--- config.mk ---
export PLATFORM = sky130hd
export DESIGN_NAME = alarm_bank_flat
export DESIGN_NICKNAME = d
export VERILOG_FILES = /design/src/rtl/calendar_pkg.sv /design/src/rtl/alarm_bank_if.sv /design/src/rtl/alarm_channel.sv /design/src/rtl/alarm_bank.sv /design/src/flat_wrapper.sv
export SDC_FILE = /design/constraint.sdc
export NUM_CORES = 1
export LEC_CHECK = 0
export CAP_MARGIN = 20
export CORE_ASPECT_RATIO = 1.25
export CORE_MARGIN = 2
export CORE_UTILIZATION = 25
export CTS_BUF_LIST = sky130_fd_sc_hd__clkbuf_4
export DETAILED_ROUTE_END_ITERATION = 7
export GPL_TIMING_DRIVEN = 0
export MAX_ROUTING_LAYER = met4
export REMOVE_ABC_BUFFERS = 1
export SYNTH_ARGS = -nofsm -noshare
export SYNTH_HDL_FRONTEND = slang
export SYNTH_SLANG_ARGS = --single-unit
--- constraint.sdc ---
create_clock -name CLOCK_50 -period 3.14 [get_ports CLOCK_50]
set_input_delay 0.942 -clock CLOCK_50 [delete_from_list [all_inputs] [get_ports CLOCK_50]]
set_output_delay 0.942 -clock CLOCK_50 [all_outputs]
set_load 0.1 [all_outputs]
--- src/rtl/calendar_pkg.sv ---
// Shared calendar definitions: alarm state encoding, time/date field widths,
// day-of-week codes and the packed date layout used across calendar blocks.
package calendar_pkg;

  localparam int HOUR_W = 5;
  localparam int MIN_W  = 6;
  localparam int SEC_W  = 6;
  localparam int DOW_W  = 3;
  localparam int DAYS_W = 7;

  localparam logic [DOW_W-1:0] SUN = 3'd0;
  localparam logic [DOW_W-1:0] MON = 3'd1;
  localparam logic [DOW_W-1:0] TUE = 3'd2;
  localparam logic [DOW_W-1:0] WED = 3'd3;
  localparam logic [DOW_W-1:0] THU = 3'd4;
  localparam logic [DOW_W-1:0] FRI = 3'd5;
  localparam logic [DOW_W-1:0] SAT = 3'd6;

  typedef enum logic [1:0] {
    ST_OFF,
    ST_ARMED,
    ST_RINGING,
    ST_SNOOZED
  } alarm_state_t;

  // year[22:9], month[8:5], day[4:0]
  typedef struct packed {
    logic [13:0] year;
    logic [3:0]  month;
    logic [4:0]  day;
  } date_t;

endpackage

--- src/rtl/alarm_bank_if.sv ---
// Configuration and user-control bus into the alarm bank.
interface alarm_bank_if
  import calendar_pkg::*;
#(
  parameter int N_CH = 4
);
  localparam int CH_W = (N_CH > 1) ? $clog2(N_CH) : 1;

  logic              cfg_we;
  logic [CH_W-1:0]   cfg_ch;
  logic [HOUR_W-1:0] cfg_hour;
  logic [MIN_W-1:0]  cfg_min;
  logic [DAYS_W-1:0] cfg_days;
  logic              cfg_en;
  logic              ack;
  logic              snooze;

  modport master (
    output cfg_we, cfg_ch, cfg_hour, cfg_min, cfg_days, cfg_en, ack, snooze
  );

  modport slave (
    input cfg_we, cfg_ch, cfg_hour, cfg_min, cfg_days, cfg_en, ack, snooze
  );
endinterface

--- src/rtl/alarm_channel.sv ---
// One alarm channel: programmed time/day mask, ring timeout and snooze countdown.
module alarm_channel
  import calendar_pkg::*;
#(
  parameter int SNOOZE_MIN = 5,
  parameter int RING_SECS  = 60,
  parameter int MAX_SNOOZE = 3
) (
  input  logic              clk,
  input  logic              reset,
  input  logic              tick_1hz,
  input  logic [HOUR_W-1:0] now_hour,
  input  logic [MIN_W-1:0]  now_min,
  input  logic [SEC_W-1:0]  now_sec,
  input  logic [DOW_W-1:0]  now_dow,
  input  logic              cfg_we,
  input  logic [HOUR_W-1:0] cfg_hour,
  input  logic [MIN_W-1:0]  cfg_min,
  input  logic [DAYS_W-1:0] cfg_days,
  input  logic              cfg_en,
  input  logic              ack,
  input  logic              snooze,
  output logic              ring,
  output logic              snoozed
);
  localparam int SNOOZE_TICKS = SNOOZE_MIN * 60;
  localparam int CD_W = $clog2(SNOOZE_TICKS + 1);
  localparam int RT_W = $clog2(RING_SECS + 1);
  localparam int SC_W = (MAX_SNOOZE > 0) ? $clog2(MAX_SNOOZE + 1) : 1;

  alarm_state_t      state;
  logic [HOUR_W-1:0] hour;
  logic [MIN_W-1:0]  min;
  logic [DAYS_W-1:0] days;
  logic [CD_W-1:0]   countdown;
  logic [RT_W-1:0]   ring_timer;
  logic [SC_W-1:0]   snooze_cnt;

  logic match;
  logic ring_finish;

  assign match = tick_1hz && (now_sec == '0) && (now_hour == hour) && (now_min == min) &&
                 ((days == '0) || ((days & (DAYS_W'(1) << now_dow)) != '0));

  // Ack, a snooze past the allowance, or the tick that reaches the timeout all end the ring.
  assign ring_finish = ack || (snooze && (snooze_cnt == SC_W'(MAX_SNOOZE))) ||
                       (!snooze && tick_1hz && (ring_timer == RT_W'(RING_SECS - 1)));

  always_ff @(posedge clk) begin
    if (reset) begin
      state      <= ST_OFF;
      hour       <= '0;
      min        <= '0;
      days       <= '0;
      countdown  <= '0;
      ring_timer <= '0;
      snooze_cnt <= '0;
      ring       <= 1'b0;
      snoozed    <= 1'b0;
    end else if (cfg_we) begin
      hour       <= cfg_hour;
      min        <= cfg_min;
      days       <= cfg_days;
      state      <= cfg_en ? ST_ARMED : ST_OFF;
      countdown  <= '0;
      ring_timer <= '0;
      snooze_cnt <= '0;
      ring       <= 1'b0;
      snoozed    <= 1'b0;
    end else begin
      case (state)
        ST_ARMED: begin
          if (match) begin
            state      <= ST_RINGING;
            ring_timer <= '0;
            ring       <= 1'b1;
          end
        end
        ST_RINGING: begin
          if (ring_finish) begin
            state      <= (days == '0) ? ST_OFF : ST_ARMED;
            snooze_cnt <= '0;
            ring       <= 1'b0;
            snoozed    <= 1'b0;
          end else if (snooze) begin
            state      <= ST_SNOOZED;
            countdown  <= CD_W'(SNOOZE_TICKS);
            snooze_cnt <= snooze_cnt + SC_W'(1);
            ring       <= 1'b0;
            snoozed    <= 1'b1;
          end else if (tick_1hz) begin
            ring_timer <= ring_timer + RT_W'(1);
          end
        end
        ST_SNOOZED: begin
          if (ack) begin
            state      <= (days == '0) ? ST_OFF : ST_ARMED;
            snooze_cnt <= '0;
            ring       <= 1'b0;
            snoozed    <= 1'b0;
          end else if (tick_1hz) begin
            if (countdown == CD_W'(1)) begin
              state      <= ST_RINGING;
              countdown  <= '0;
              ring_timer <= '0;
              ring       <= 1'b1;
              snoozed    <= 1'b0;
            end else begin
              countdown <= countdown - CD_W'(1);
            end
          end
        end
        default: ;
      endcase
    end
  end
endmodule

--- src/rtl/alarm_bank.sv ---
// Multi-channel alarm scheduler: broadcasts time and controls to N_CH channels,
// decodes per-channel config writes and reports the lowest ringing channel.
module alarm_bank
  import calendar_pkg::*;
#(
  parameter int N_CH       = 4,
  parameter int SNOOZE_MIN = 5,
  parameter int RING_SECS  = 60,
  parameter int MAX_SNOOZE = 3,
  localparam int CH_W      = (N_CH > 1) ? $clog2(N_CH) : 1
) (
  input  logic              CLOCK_50,
  input  logic              reset,
  input  logic              tick_1hz,
  input  logic [HOUR_W-1:0] now_hour,
  input  logic [MIN_W-1:0]  now_min,
  input  logic [SEC_W-1:0]  now_sec,
  input  logic [DOW_W-1:0]  now_dow,
  alarm_bank_if.slave       cfg,
  output logic [N_CH-1:0]   ring,
  output logic [N_CH-1:0]   snoozed,
  output logic              any_ring,
  output logic [CH_W-1:0]   ring_ch
);

  for (genvar i = 0; i < N_CH; i++) begin : g_ch
    alarm_channel #(
      .SNOOZE_MIN (SNOOZE_MIN),
      .RING_SECS  (RING_SECS),
      .MAX_SNOOZE (MAX_SNOOZE)
    ) u_ch (
      .clk      (CLOCK_50),
      .reset    (reset),
      .tick_1hz (tick_1hz),
      .now_hour (now_hour),
      .now_min  (now_min),
      .now_sec  (now_sec),
      .now_dow  (now_dow),
      .cfg_we   (cfg.cfg_we && (cfg.cfg_ch == CH_W'(i))),
      .cfg_hour (cfg.cfg_hour),
      .cfg_min  (cfg.cfg_min),
      .cfg_days (cfg.cfg_days),
      .cfg_en   (cfg.cfg_en),
      .ack      (cfg.ack),
      .snooze   (cfg.snooze),
      .ring     (ring[i]),
      .snoozed  (snoozed[i])
    );
  end

  assign any_ring = |ring;

  // Scan downward so the lowest ringing index is the last one written.
  always_comb begin
    ring_ch = '0;
    for (int unsigned i = N_CH; i > 0; i--) begin
      if (ring[i-1]) ring_ch = CH_W'(i - 1);
    end
  end
endmodule

--- src/flat_wrapper.sv ---
// flat-port wrapper written by rule: the top's interface ports become plain ports
module alarm_bank_flat import calendar_pkg::*;
#(
  parameter int N_CH       = 4,
  parameter int SNOOZE_MIN = 5,
  parameter int RING_SECS  = 60,
  parameter int MAX_SNOOZE = 3,
  localparam int CH_W      = (N_CH > 1) ? $clog2(N_CH) : 1
)
  (CLOCK_50, reset, tick_1hz, now_hour, now_min, now_sec, now_dow, ring, snoozed, any_ring, ring_ch, cfg_cfg_we, cfg_cfg_ch, cfg_cfg_hour, cfg_cfg_min, cfg_cfg_days, cfg_cfg_en, cfg_ack, cfg_snooze);
  alarm_bank_if #(.N_CH(N_CH)) cfg_i ();
  input  logic CLOCK_50;
  input  logic reset;
  input  logic tick_1hz;
  input  logic [HOUR_W-1:0] now_hour;
  input  logic [MIN_W-1:0] now_min;
  input  logic [SEC_W-1:0] now_sec;
  input  logic [DOW_W-1:0] now_dow;
  output logic [N_CH-1:0] ring;
  output logic [N_CH-1:0] snoozed;
  output logic any_ring;
  output logic [CH_W-1:0] ring_ch;
  input wire logic [$bits(cfg_i.cfg_we)-1:0] cfg_cfg_we;
  input wire logic [$bits(cfg_i.cfg_ch)-1:0] cfg_cfg_ch;
  input wire logic [$bits(cfg_i.cfg_hour)-1:0] cfg_cfg_hour;
  input wire logic [$bits(cfg_i.cfg_min)-1:0] cfg_cfg_min;
  input wire logic [$bits(cfg_i.cfg_days)-1:0] cfg_cfg_days;
  input wire logic [$bits(cfg_i.cfg_en)-1:0] cfg_cfg_en;
  input wire logic [$bits(cfg_i.ack)-1:0] cfg_ack;
  input wire logic [$bits(cfg_i.snooze)-1:0] cfg_snooze;
  assign cfg_i.cfg_we = cfg_cfg_we;
  assign cfg_i.cfg_ch = cfg_cfg_ch;
  assign cfg_i.cfg_hour = cfg_cfg_hour;
  assign cfg_i.cfg_min = cfg_cfg_min;
  assign cfg_i.cfg_days = cfg_cfg_days;
  assign cfg_i.cfg_en = cfg_cfg_en;
  assign cfg_i.ack = cfg_ack;
  assign cfg_i.snooze = cfg_snooze;
  alarm_bank #(.N_CH(N_CH), .SNOOZE_MIN(SNOOZE_MIN), .RING_SECS(RING_SECS), .MAX_SNOOZE(MAX_SNOOZE)) u_core (.CLOCK_50(CLOCK_50), .reset(reset), .tick_1hz(tick_1hz), .now_hour(now_hour), .now_min(now_min), .now_sec(now_sec), .now_dow(now_dow), .cfg(cfg_i), .ring(ring), .snoozed(snoozed), .any_ring(any_ring), .ring_ch(ring_ch));
endmodule
==> reports/qor.csv <==
stage,metric,value,unit
synthesis,"count leader, synth",nand2_1,
timing,Final Max Tran Viols,0,
route,WL per Instance,14.5,um
worst_hold_path,Hold Path Sink,u_core.g_ch[2].u_ch.hour[3],
global_routing,total gr overflow,0,
critical_path,CP max-delay cell,clkdlybuf4s50_1,
job,Max Cap Viol,0,
outcome,outcome,"complete, no violations",
floorplan,Starting Density,25.4,%
clock_tree,CTS tree,done,
synthesis,Yosys top cell area share,35.7,%
layout,area grow syn2layout,14.7,%
worst_hold_path,Hold Path Stages,2,
floorplan,die height,213,um
clock_tree,H-tree depth,4,
critical_path,terminus of the critical flop-to-flop path,u_core.g_ch[3].u_ch.countdown[6],
synthesis,synth top area cells,"dfxtp_1, nand2_1, a21oi_1",
synthesis,sequential area share after synthesis,35.7,%
synthesis,Yosys reg bits,156,
global_routing,initial antenna violation count,3,
timing,final setup vio count,0,
floorplan,Die W,171,um
clock_tree,hold_buf cts,0,
clock_tree,clk_lat worst skew,0.57,ns
clock_tree,Worst-path clk slew,0.13,ns
route,DRT antenna net count,0,
pwr,leakage power,3.38,nW
floorplan,area of the core,34400,sq um
floorplan,full die area,36500,sq um
synthesis,Syn Inst Count,1090,
pwr,Clock power frac,26.8,%
pwr,Peak VDD IR,271,uV
placement,estimated wirelength of the detail-placed design,16400,um
layout,FILL cells,3775,
worst_hold_path,Hold Crit Start,u_core.g_ch[2].u_ch.hour[3],
critical_path,critical-path cell list,clkdlybuf4s50_1 > mux4_2 > nor2b_1 > nor4_2 > o41ai_4 > buf_4 > and2_1 > a32o_1,
critical_path,FF-to-FF Start,u_core.g_ch[3].u_ch.state[0],
floorplan,Ports,58,
route,Residual DRC,0,
pwr,Flop pwr share,44.4,%
route,via density per instance,4.90,
layout,# nets final,1179,
synthesis,Yosys cell types,83,
critical_path,cell family with the largest share of critical-path delay,buffers and inverters,
critical_path,Bufs and invs on worst path,2,
critical_path,critical path class,input pin to flop,
synthesis,async set or reset register ratio after synthesis,0,%
layout,share of layout cells above drive strength 1,8.51,%
timing,slew margin rel.,33.4,%
timing,Tcrit/Tclk final,97.5,%
route,vias,7770,
timing,Setup Skew,0.0276,ns
global_routing,vias in the first global route,7465,
timing,worst slew pin tran,0.997,ns
timing,RSZ-0062 raised after global routing,no,
route,total routed wirelength,23000,um
placement,Port Buffers,57,
layout,sequential standard cell area,3120,sq um
pwr,switching share of power,36.0,%
synthesis,mean post-synth cell area,8.02,sq um
clock_tree,clk root buf,clkbuf_4,
route,Detailed Routing Iterations Pass 1,5,
clock_tree,Sink Count,156,
critical_path,r2r worst-path depth,9,
route,First DRT Iteration DRCs,413,
synthesis,number of synthesized flops with an enable pin,0,
critical_path,crit-path max cell delay,0.84,ns
synthesis,yosys warns,0,
layout,Non-Filler Instances,1587,
floorplan,num rows,76,
global_routing,first-pass GRT wire length,37300,um
placement,DP Cell Count,1550,
worst_hold_path,Worst Hold Class,flop to flop,
pwr,final total power,4.99,mW
pwr,pwr/cell area,498,nW/um^2
clock_tree,total CTS buffers,17,
pwr,Internal,3.19,mW
critical_path,Worst setup EP type,flop,
placement,Routability Congestion,0.800,
synthesis,Mapped Area,8740,sq um
synthesis,cell taking the most area after synthesis,dfxtp_1,
clock_tree,Max Root-Sink Buffers,2,
timing,Fmax,327,MHz
critical_path,CP Data Required Time,3.59,ns
synthesis,Post-synth top cells,"nand2_1, dfxtp_1, a21oi_1, nor2_1, clkbuf_1",
critical_path,reg2reg setup slack,0.36,ns
critical_path,crit start category,input pin,
critical_path,Worst Path Max Fanout,11,
pwr,combinational power share,28.8,%
global_routing,Tot GR Track Use,13.1,%
layout,multi-input gate area in the final layout,5230,sq um
pwr,Psw,1.80,mW
timing,Final Hold Vio Count,0,
global_routing,largest net degree at the start of global routing,85,
timing,minimum clock period,3.06,ns
synthesis,Main synth FF type,dfxtp_1,
critical_path,WP data arrival,3.51,ns
## worst max-delay path by stage
stage,startpoint,endpoint,slack (ns),cells after the start
2_1_floorplan,u_core.g_ch[3].u_ch.ring,ring_ch[1],-0.97,2
4_1_cts,cfg_ack,u_core.g_ch[1].u_ch.state[0],0.006,7
5_1_grt,u_core.g_ch[2].u_ch.ring,ring[2],0.0008,1
3_5_place_dp,tick_1hz,u_core.g_ch[1].u_ch.ring_timer[0],-1.13,7
3_3_place_gp,cfg_ack,u_core.g_ch[1].u_ch.countdown[8],-2.35,6
6_report,now_dow[2],u_core.g_ch[2].u_ch.ring_timer[1],0.08,8
## layout make-up
class	instances	area share (%)
Sequential cell	156	31.2
Inverter	33	1.24
Clock inverter	12	1.64
Antenna cell	3	0.0749
Tap cell	468	5.84
Clock buffer	19	1.42
Timing Repair Buffer	63	6.37
Multi-Input combinational cell	833	52.2
## flip-flops by register name, summed over array words and instances, names as in the netlist
register                     flops
u_core.g_ch.u_ch.ring_timer     24
u_core.g_ch.u_ch.state           8
u_core.g_ch.u_ch.hour           20
u_core.g_ch.u_ch.countdown      36
u_core.g_ch.u_ch.min            24
u_core.g_ch.u_ch.ring            4
u_core.g_ch.u_ch.snoozed         4
u_core.g_ch.u_ch.snooze_cnt      8
u_core.g_ch.u_ch.days           28
## what timing repair did
| item | 4_1_cts | 5_1_grt |
|---|---|---|
| pin swaps | 0 | 1 |
| setup endpoints to repair | 46 | 15 |
| hold endpoints to repair | 0 | 0 |
| gates resized for setup | 22 | 4 |
| setup buffers | 0 | 2 |
| cloned | 0 | 0 |
## metrics by stage
stage	util (%)	TNS (ns)	instance area (sq um)	setup slack (ns)	hold slack [ns]
2_1_floorplan	-	-2.28	8440	-0.975	0.435
4_1_cts	28.9	0	9950	0.00604	0.477
5_1_grt	29.1	0	10000	0.000836	0.493
3_5_place_dp	28.0	-53.57	9630	-1.13	0.459
6_report	29.1	0	10000	0.0785	0.477
3_3_place_gp	27.9	-188.23	9590	-2.35	0.454
## power by group through the flow
stage	Sequential (mW)	Clock, mW	Combinational [mW]
after global routing	2.23	1.45	1.59
final	2.22	1.34	1.44
after global placement	2.26	0	1.40
after CTS	2.22	1.38	1.42
after detailed placement	2.26	0	1.42
after floorplan	2.31	0	0.952
## worst min-delay path, cell delays in order (launching register included)
cell	delay [ns]
dfxtp_1	0.34
nand2_1	0.05
a21oi_1	0.05
## logic make-up after synthesis
family,count (synthesis),share of synthesized area (%)
AOI/OAI and AO/OA,256,19.7
adders and majority gates,28,4.01
buffers and inverters,101,4.87
muxes,14,2.21
xor gates and xnor gates,59,5.91
DFF,156,35.7
and+or+nand+nor,476,27.5
## per-layer routing
metal / track usage [%] / vias up / part of all wire, %
li1: - / 3884 / -
met1: 15.7 / 3725 / 46
met2: 22.2 / 141 / 48
met3: 3.02 / 20 / 4.5
met4: 3.51 / 0 / 1.2
met5: - / - / 0
## cells in the final DEF (no fill, tap or decap), types with 17 or more instances in the layout
cell type	instances
inv_1	33
nand2_1	210
nand2b_1	17
ha_1	28
a21oi_1	105
dfxtp_1	156
xnor2_1	46
a22oi_1	17
clkbuf_4	19
clkdlybuf4s50_1	45
nand3_1	25
nor2_1	81
nor3_1	18
o21ai_0	38
No activity file was read; power rests on OpenSTA's default activity.
